[config.mk]
export PLATFORM = sky130hd
export DESIGN_NAME = sha256_block_feeder
export DESIGN_NICKNAME = d
export VERILOG_FILES = /design/src/rtl/sha256_block_feeder.sv
export SDC_FILE = /design/constraint.sdc
export NUM_CORES = 1
export LEC_CHECK = 0
export BUFFER_PORTS_ARGS = -buffer_cell sky130_fd_sc_hd__clkbuf_2
export CAP_MARGIN = 20
export CORE_ASPECT_RATIO = 0.75
export CORE_MARGIN = 3
export CORE_UTILIZATION = 50
export CTS_CLUSTER_DIAMETER = 50
export DETAILED_ROUTE_END_ITERATION = 6
export HOLD_SLACK_MARGIN = 0.12
export PLACE_DENSITY = 0.7
export REMOVE_ABC_BUFFERS = 1
export SYNTH_ARGS = -nofsm -noshare
export SYNTH_HDL_FRONTEND = slang
export SYNTH_SLANG_ARGS = --single-unit
[constraint.sdc]
create_clock -name clk -period 5.3 [get_ports clk]
set_clock_uncertainty 0.05 [all_clocks]
set_input_delay 0.265 -clock clk [delete_from_list [all_inputs] [get_ports clk]]
set_output_delay 0.265 -clock clk [all_outputs]
set_load 0.02 [all_outputs]
[src/rtl/sha256_block_feeder.sv]
// SHA-256 block feeder: buffers message words into 512-bit blocks, applies
// padding and the 64-bit length, streams blocks to the core and captures the digest.
module sha256_block_feeder (
    input  logic         clk,
    input  logic         reset_n,
    input  logic [31:0]  in_data,
    input  logic         in_valid,
    output logic         in_ready,
    input  logic         in_last,
    input  logic [1:0]   in_bytes,
    input  logic         core_ready,
    input  logic         core_busy,
    output logic [31:0]  core_word,
    output logic         core_word_valid,
    output logic         core_first_block,
    output logic         core_last_block,
    input  logic         core_output_enable,
    input  logic [31:0]  core_digest_word,
    output logic [255:0] digest,
    output logic         digest_valid
);

    localparam int unsigned WORD_W    = 32;
    localparam int unsigned BLK_WORDS = 16;
    localparam int unsigned IDX_W     = 5;
    localparam int unsigned ADDR_W    = 4;
    localparam int unsigned CNT_W     = 64;
    localparam int unsigned DIG_WORDS = 8;
    localparam int unsigned DIG_W     = DIG_WORDS * WORD_W;
    localparam int unsigned CAP_W     = 3;
    localparam int unsigned BITS_W    = 6;

    localparam logic [IDX_W-1:0]  IDX_LEN_HI = IDX_W'(14);
    localparam logic [IDX_W-1:0]  IDX_LAST   = IDX_W'(15);
    localparam logic [IDX_W-1:0]  IDX_FULL   = IDX_W'(16);
    localparam logic [CAP_W-1:0]  CAP_LAST   = CAP_W'(DIG_WORDS - 1);
    localparam logic [WORD_W-1:0] PAD_WORD   = 32'h8000_0000;

    typedef enum logic [2:0] {
        S_IDLE,
        S_FILL,
        S_PAD,
        S_LEN,
        S_SEND,
        S_WAIT_DIG
    } state_t;

    state_t             state_q, state_d;
    logic [IDX_W-1:0]   idx_q, idx_d;
    logic [CNT_W-1:0]   bit_cnt_q, bit_cnt_d;
    logic [CAP_W-1:0]   cap_q, cap_d;
    logic               msg_done_q, msg_done_d;
    logic               pad80_q, pad80_d;
    logic               first_blk_q, first_blk_d;
    logic               final_blk_q, final_blk_d;

    logic               in_ready_q, in_ready_d;
    logic [WORD_W-1:0]  core_word_q, core_word_d;
    logic               core_word_valid_q, core_word_valid_d;
    logic               core_first_q, core_first_d;
    logic               core_last_q, core_last_d;
    logic [DIG_W-1:0]   digest_q, digest_d;
    logic               digest_valid_q, digest_valid_d;

    logic [WORD_W-1:0]  blk_mem [BLK_WORDS];
    logic               buf_we;
    logic [ADDR_W-1:0]  buf_waddr;
    logic [WORD_W-1:0]  buf_wdata;

    logic [WORD_W-1:0]  last_word;
    logic [BITS_W-1:0]  last_bits;
    logic               accept;

    assign accept = in_valid && in_ready_q;

    // Final word: keep the valid bytes, terminate with 0x80 and zeros
    always_comb begin
        last_word = in_data;
        last_bits = BITS_W'(32);
        case (in_bytes)
            2'd1: begin
                last_word = {in_data[31:24], 24'h80_0000};
                last_bits = BITS_W'(8);
            end
            2'd2: begin
                last_word = {in_data[31:16], 16'h8000};
                last_bits = BITS_W'(16);
            end
            2'd3: begin
                last_word = {in_data[31:8], 8'h80};
                last_bits = BITS_W'(24);
            end
            default: begin
                last_word = in_data;
                last_bits = BITS_W'(32);
            end
        endcase
    end

    // Next-state and output logic
    always_comb begin
        state_d           = state_q;
        idx_d             = idx_q;
        bit_cnt_d         = bit_cnt_q;
        cap_d             = cap_q;
        msg_done_d        = msg_done_q;
        pad80_d           = pad80_q;
        first_blk_d       = first_blk_q;
        final_blk_d       = final_blk_q;
        core_word_d       = core_word_q;
        core_word_valid_d = 1'b0;
        core_first_d      = 1'b0;
        core_last_d       = 1'b0;
        digest_d          = digest_q;
        digest_valid_d    = 1'b0;
        buf_we            = 1'b0;
        buf_waddr         = idx_q[ADDR_W-1:0];
        buf_wdata         = in_data;

        case (state_q)
            S_IDLE: begin
                if (!core_busy) begin
                    state_d     = S_FILL;
                    idx_d       = '0;
                    bit_cnt_d   = '0;
                    msg_done_d  = 1'b0;
                    pad80_d     = 1'b0;
                    first_blk_d = 1'b1;
                    final_blk_d = 1'b0;
                end
            end
            S_FILL: begin
                if (accept) begin
                    buf_we = 1'b1;
                    idx_d  = idx_q + IDX_W'(1);
                    if (in_last) begin
                        buf_wdata  = last_word;
                        bit_cnt_d  = bit_cnt_q + CNT_W'(last_bits);
                        msg_done_d = 1'b1;
                        pad80_d    = (in_bytes == 2'd0);
                        state_d    = S_PAD;
                    end else begin
                        bit_cnt_d = bit_cnt_q + CNT_W'(32);
                        if (idx_q == IDX_LAST) begin
                            state_d = S_SEND;
                            idx_d   = '0;
                        end
                    end
                end
            end
            S_PAD: begin
                // A pending 0x80 word is placed before any length decision
                if (idx_q == IDX_FULL) begin
                    state_d = S_SEND;
                    idx_d   = '0;
                end else if (idx_q == IDX_LEN_HI && !pad80_q) begin
                    state_d = S_LEN;
                end else begin
                    buf_we    = 1'b1;
                    buf_wdata = pad80_q ? PAD_WORD : '0;
                    pad80_d   = 1'b0;
                    idx_d     = idx_q + IDX_W'(1);
                end
            end
            S_LEN: begin
                buf_we = 1'b1;
                idx_d  = idx_q + IDX_W'(1);
                if (idx_q == IDX_LEN_HI) begin
                    buf_wdata = bit_cnt_q[63:32];
                end else begin
                    buf_wdata   = bit_cnt_q[31:0];
                    final_blk_d = 1'b1;
                    state_d     = S_SEND;
                    idx_d       = '0;
                end
            end
            S_SEND: begin
                // core_ready only gates the start; the block then streams back-to-back
                if (idx_q != '0 || core_ready) begin
                    core_word_d       = blk_mem[idx_q[ADDR_W-1:0]];
                    core_word_valid_d = 1'b1;
                    core_first_d      = (idx_q == '0) && first_blk_q;
                    core_last_d       = (idx_q == '0) && final_blk_q;
                    idx_d             = idx_q + IDX_W'(1);
                    if (idx_q == IDX_LAST) begin
                        idx_d       = '0;
                        first_blk_d = 1'b0;
                        if (final_blk_q) begin
                            state_d = S_WAIT_DIG;
                            cap_d   = '0;
                        end else if (msg_done_q) begin
                            state_d = S_PAD;
                        end else begin
                            state_d = S_FILL;
                        end
                    end
                end
            end
            S_WAIT_DIG: begin
                if (core_output_enable) begin
                    for (int unsigned i = 0; i < DIG_WORDS; i++) begin
                        if (cap_q == CAP_W'(i)) begin
                            digest_d[(DIG_WORDS-1-i)*WORD_W +: WORD_W] = core_digest_word;
                        end
                    end
                    cap_d = cap_q + CAP_W'(1);
                    if (cap_q == CAP_LAST) begin
                        digest_valid_d = 1'b1;
                        cap_d          = '0;
                        state_d        = S_IDLE;
                    end
                end
            end
            default: begin
                state_d = S_IDLE;
            end
        endcase

        in_ready_d = (state_d == S_FILL) && (idx_d < IDX_FULL);
    end

    // State and output registers
    always_ff @(posedge clk) begin
        if (!reset_n) begin
            state_q           <= S_IDLE;
            idx_q             <= '0;
            bit_cnt_q         <= '0;
            cap_q             <= '0;
            msg_done_q        <= 1'b0;
            pad80_q           <= 1'b0;
            first_blk_q       <= 1'b0;
            final_blk_q       <= 1'b0;
            in_ready_q        <= 1'b0;
            core_word_q       <= '0;
            core_word_valid_q <= 1'b0;
            core_first_q      <= 1'b0;
            core_last_q       <= 1'b0;
            digest_q          <= '0;
            digest_valid_q    <= 1'b0;
        end else begin
            state_q           <= state_d;
            idx_q             <= idx_d;
            bit_cnt_q         <= bit_cnt_d;
            cap_q             <= cap_d;
            msg_done_q        <= msg_done_d;
            pad80_q           <= pad80_d;
            first_blk_q       <= first_blk_d;
            final_blk_q       <= final_blk_d;
            in_ready_q        <= in_ready_d;
            core_word_q       <= core_word_d;
            core_word_valid_q <= core_word_valid_d;
            core_first_q      <= core_first_d;
            core_last_q       <= core_last_d;
            digest_q          <= digest_d;
            digest_valid_q    <= digest_valid_d;
        end
    end

    // Block buffer, no reset needed
    always_ff @(posedge clk) begin
        if (buf_we) begin
            blk_mem[buf_waddr] <= buf_wdata;
        end
    end

    assign in_ready         = in_ready_q;
    assign core_word        = core_word_q;
    assign core_word_valid  = core_word_valid_q;
    assign core_first_block = core_first_q;
    assign core_last_block  = core_last_q;
    assign digest           = digest_q;
    assign digest_valid     = digest_valid_q;

endmodule

**Word level (Yosys, flattened, before mapping)**

Memory sizes are Yosys's and may differ from the RTL's. A register that Yosys moved wholly into a read port is not among the register bits.
Cells that the tools add are included.

- Memories: 1
- Output and inout port bits: 293
- Bits in registers: 340
- RAM bits: 512
- Word-level logic and storage cells: 157

Memories:

| name | words | bits a word | rd ports | clocked after Yosys merged registers in | wr ports | RTL line | source |
|---|---|---|---|---|---|---|---|
| blk_mem | 16 | 32 | 1 | 1 | 1 | 65 | `logic [WORD_W-1:0] blk_mem [BLK_WORDS];` |

- Eq/ne operators: 29
- Reductions and logical operators: 36
- Magnitude comparators: 1
- Multiplexer cells: 65
- Add/sub/neg operators: 4

Operator list:

| operator | count |
|---|---|
| $mux W64 | 3 |
| $mux W32 | 4 |
| $pmux W64 S2 | 1 |
| $pmux W32 S3 | 1 |
| $pmux W24 S3 | 1 |
| $add A64 B6 Y64 | 1 |
| $add A64 B6 Y64 const B | 1 |
| $mux W3 | 17 |
| $mux W24 | 2 |
| $mux W5 | 8 |
| $reduce_and A3 Y1 | 12 |
| $pmux W5 S5 | 1 |
| $ne A2 B2 Y1 const B | 10 |
| $eq A3 B3 Y1 const B | 6 |
| $mux W1 | 18 |
| $pmux W3 S6 | 1 |
| $pmux W6 S3 | 1 |
| $eq A3 B2 Y1 const B | 4 |
| $eq A5 B4 Y1 const B | 2 |
| $eq A3 B1 Y1 const B | 3 |
| $reduce_and A4 Y1 | 2 |
| $reduce_bool A2 Y1 | 4 |
| $logic_not A3 Y1 | 2 |
| $pmux W1 S2 | 3 |
| 19 further kinds | 27 |

**Longest topological paths before layout**

- Depth after elaboration: 7
- Depth in mapped cells: 12
- Depth with buffers taken out: 8

**Worst setup path after synthesis**

OpenSTA, ideal clock, no wires.

- Kind: register -> register
- From: reg idx_q[0]
- To: mem blk_mem[4][0] (enable)
- Required time: 4.829 ns
- Stages on the path, launching flop included: 12
- Library setup time: 0.421 ns
- Slack: 0.652 ns
- Arrival: 4.177 ns
- Cell sequence: dfxtp_1 clkbuf_1 buf_1 buf_2 inv_1 ha_1 and4b_1 clkbuf_1 a211o_1 a21oi_1 nand2_1 nor2_1

- Longest elaborated chain between the ends: 7
- Elaborated cells between the ends (all ways): 8
- Those cells by class: eq/ne (2); mux (5); reduce/logical (1)

Ends and longest elaborated chain:

| element | RTL line | source |
|---|---|---|
| start: declaration | 49 | `logic [IDX_W-1:0] idx_q, idx_d;` |
| start signal: assignment | 242 | `idx_q <= idx_d;` |
| $eq A5 B4 Y1 | 156 | `end else if (idx_q == IDX_LEN_HI && !pad80_q) begin` |
| $logic_and A1 B1 Y1 | 156 |  |
| $mux W1 | 156 |  |
| $mux W1 | 153 | `if (idx_q == IDX_FULL) begin` |
| $pmux W1 S3 | 120 | `case (state_q)` |
| $mux W1 | 261 | `if (buf_we) begin` |
| $mux W1 (not written as such) | 262 | `blk_mem[buf_waddr] <= buf_wdata;` |
| end: declaration | 65 |  |

Several ways; a longest one is shown, not always the timed one.

**Worst setup path in the final report**

- From: reg idx_q[1]
- To: mem blk_mem[13][0] (enable)

The elaborated chain is that of the path after synthesis.

==> summary by stage <==
Clock tree
The maximum count of clock buffers along a single path is 3. The later pin in the worst-skew pair is clocked with a latency of 630 ps. CTS placed an instance of clkbuf_16 at the clock tree root. In this run the post-CTS setup repair buffer count came out at 0.

Clock tree synthesis found a total of 881 sinks. In this run, CTS created clock tree buffers numbering 83. The CTS tree is yes. After clock tree synthesis, the clock-pin slew on the worst setup and hold paths is 60 ps. CTS built an H-tree with a depth of 3.

Timing
The setup TNS is 0 ps. Setup violations remaining at the end of the flow were counted as 0. The normalized max-slew margin is ~17%. Dividing the final minimum period by the clock period gives 83.50%. Setup repair after global routing left no endpoint under its margin. The number of pins exceeding their max-slew limit in the final report is 0.

The number of endpoints with negative hold slack in the final report is 0. For the pin with the worst max-slew slack, the measured transition is 1246 ps. The achievable frequency is 0.2260 GHz. The minimum clock period is around 4400 ps.

Floorplanning
The die is roughly 300 um wide. The standard cell core area is a little under 70000 sq um. The number of cell rows is 82. The die outline area is around 72000 sq um.

For this configuration, the core starts out at a cell density of 50.90%. The count of pins on the block boundary is 366. The floorplan die height is 232.9 um.

Drt
The detail route stage leaves a number of antenna-violating nets equal to 0. Summed over all layers, the routed wires come to 99360 um. The detailed router placed 24.25k vias in this run. Before antenna repair, the detailed router went through 6 iterations.

Dividing the detail-routed via count by the number of cells gives 6.050. The number of DRC violations after detailed routing is 0. The per-cell routed wire length is about 25 um. The number of DRC markers after the initial detailed-route iteration is 2879.

Synth
The primary flip-flop cell chosen by synthesis mapping is edfxtp_1. The number of cells produced by synthesis is 2707. Of the post-synthesis cell area, the dominant cell type holds around 45%. In the post-synthesis netlist, the biggest area contributors are edfxtp_1 45%, dfxtp_1 22%, mux4_2 8.4%, nand2_1 6.5%, a21oi_1 4.4%.

The share of the Yosys chip area taken by registers is 66.34%. The mapped netlist covers 34310 sq um. The synthesized flop and latch total is 881. In the synthesized netlist the async set-or-reset flop fraction comes to 0%.

Averaged over all synthesized cells, the footprint is 12.68 sq um. Counting flops with a built-in enable in the synthesized netlist gives 512. In this run, distinct cell masters in the synthesized netlist total 65. The number of warnings reported in the yosys synthesis log is 0. The dominant cell type by area after synthesis is edfxtp_1.

Worst hold path
The class of the tightest hold or removal check is input port to register.

Finish
The final core area utilization is 59.82%. In the final design database the tool counted 3144 nets. Cells with a size suffix above 1 make up 23.66% of the layout. Compared with the post-synthesis result, the final layout area differs by 17.53%.

Global routing
The global-route wire length before repair is between 100000 and 150000 um. The global-route usage over all layers is 27.10%. The via count of the first global-routing pass is roughly 23k. The initial antenna violation count is 1. Global routing finished with a remaining overflow of 0. Entering global routing, the biggest net connects 258 pins.

Critical path
STA classifies the critical path endpoint as a register. The signal on the critical path passes through ha_1 -> and4b_2 -> a211o_1 -> a21oi_1 -> nand2_1 -> nor2_4 -> buf_4. The type of the worst setup path is register to register. Counting both buffers and inverters, the worst setup path holds a total of 1. The arrival time reported for the critical path endpoint is 4690 ps. In this design, the stage delay of the slowest critical-path cell is ~860 ps.

In this run the worst path has a maximum fanout of 42. The required time of the critical path is 5560 ps. The worst setup path is launched from a register. The slowest stage cell on the critical path is nor2_4. The category of cells accounting for the largest share of critical-path delay is simple AND/OR/NAND/NOR gates.

Pwr
Summed over all nets, the switching power comes to 2.921 mW. For this design the ratio of total power to cell area is 342.0 nW/um^2. The clock network fraction of total power is about 44%. The worst-case IR drop observed on VDD is 0.2381 mV. The internal power of the cells totals around 11 mW. The static leakage is 13.60 nW. The total power is approximately 14 mW.

Of the total power, registers draw 52.7%. The proportion of power drawn by combinational gates is 3.7%. The fraction of power spent switching nets is approximately a fifth.

Placement
The final estimated routing congestion in global placement is approximately 0.91. The HPWL after detailed placement is 62080 um. The number of input and output port buffers inserted is 365.

Job
Across the run, the number of max-cap violations was 0.

Outcome
The flow ran to the end, and the final reports show no timing, DRC or antenna violations.
-- cells by family after synthesis --
family                   count (synthesis)  synth area share (%)
AND/OR/NAND/NOR                        874                 11.21
adder cells (fa/ha/maj)                 18                0.6783
AO/OA/AOI/OAI                          511                 8.931
multiplexers                           168                 9.576
XOR/XNOR                                19                0.4850
flip-flops                             881                 66.34
buffers and inverters                  236                 2.782
-- synth_stat cells, types with 9 or more instances --
cell type,n
nand2_1,593
edfxtp_1,512
dfxtp_1,369
a21oi_1,300
clkbuf_1,148
mux4_2,128
nand3_1,62
nor2_1,61
o21ai_0,58
buf_2,42
mux2i_1,38
a22o_1,36
a221oi_1,34
inv_1,27
or4_1,24
nand4_1,21
o2bb2ai_1,19
o31ai_1,18
and3_1,17
ha_1,17
nor3_1,17
nand2b_1,16
nor4_1,16
xnor2_1,15
and4_1,11
buf_1,11
and2_1,9
-- flip-flops by register name, indices dropped and copies added (netlist names), 3 cells and up --
| signal | count |
|---|---|
| blk_mem | 512 |
| state_q | 3 |
| bit_cnt_q | 61 |
| digest | 256 |
| idx_q | 5 |
| core_word | 32 |
| cap_q | 3 |
-- worst min-delay path: cells and delay by family --
family	cells	cell delay, ps
buf+inv	2	300
compound gates	1	120
-- per-layer routing --
metal  vias to the layer above  track usage, %  wire length (um)
met2                      1353           40.96             45100
met1                     12010           39.17             40650
li1                      10660               -                 -
met5                         -               0                 0
met3                       241           5.724              9782
met4                         0           9.335              3828
-- per-stage QoR --
stage | setup WS, ps | cells | hold slack, ps | cell area (sq um)
2_1_floorplan | -4265 | 2498 | 351.0 | 33460
3_3_place_gp | 1002 | 3794 | 391.6 | 36950
3_5_place_dp | 941.0 | 3798 | 395.6 | 37010
4_1_cts | 944.2 | 3994 | 150.0 | 40200
5_1_grt | 743.8 | 4006 | 144.3 | 40320
6_report | 874.8 | 4009 | 147.9 | 40320
-- area by class of cell --
cell class	instances	area [sq um]
multi-input cells	1590	10770
inverters	27	106.4
flip-flops and latches	881	22770
clock buffers	116	2437
clock inverters	40	351.6
fillers	5222	27080
well taps	882	1104
diodes	3	7.507
repair buffers	470	2780
-- cells in the final DEF, fill, tap and decap left out, types with 4 or more instances in the layout --
| cell type | n |
|---|---|
| a21oi_1 | 299 |
| a221oi_1 | 34 |
| a22o_1 | 36 |
| and2_1 | 6 |
| and3_1 | 13 |
| and3_2 | 4 |
| and4_1 | 11 |
| buf_4 | 58 |
| bufinv_16 | 4 |
| clkbuf_1 | 15 |
| clkbuf_16 | 88 |
| clkbuf_2 | 365 |
| clkbuf_8 | 13 |
| clkinv_1 | 5 |
| clkinv_2 | 18 |
| clkinv_4 | 4 |
| dfxtp_1 | 367 |
| dlygate4sd3_1 | 42 |
| edfxtp_1 | 512 |
| ha_1 | 17 |
| inv_1 | 27 |
| mux2i_1 | 38 |
| mux4_2 | 128 |
| nand2_1 | 590 |
| nand2b_1 | 16 |
| nand3_1 | 62 |
| nand4_1 | 21 |
| nor2_1 | 44 |
| nor2_4 | 17 |
| nor3_1 | 17 |
| nor4_1 | 16 |
| o211ai_1 | 8 |
| o21a_1 | 5 |
| o21ai_0 | 58 |
| o2bb2ai_1 | 18 |
| o31ai_1 | 18 |
| or3_1 | 5 |
| or4_1 | 24 |
| xnor2_1 | 15 |
| xor2_1 | 4 |
-- power by group through the flow --
stage | Clock [mW] | Combinational, mW | Sequential, mW
after floorplan | 0 | 0.245 | 7.44
after global placement | 0 | 0.442 | 7.42
after detailed placement | 0 | 0.458 | 7.42
after CTS | 6.08 | 0.485 | 7.27
after global routing | 6.35 | 0.537 | 7.27
final | 6.02 | 0.503 | 7.27
-- repair_timing --
action	4_1_cts	5_1_grt
hold buffers	40	2
endpoints found under the hold margin	278	2
gates resized for setup	0	0
-- final timing paths --
path | endpoint | depth (start not counted) | slack, ps | from
hold reg to reg | digest[120] | 2 | 400 | digest[120]
setup / recovery | blk_mem[13][0] | 7 | 870 | idx_q[1]
setup reg to reg | blk_mem[13][0] | 7 | 870 | idx_q[1]
hold / removal | blk_mem[10][19] | 3 | 150 | in_data[19]
(Power assumes the default switching activity.)
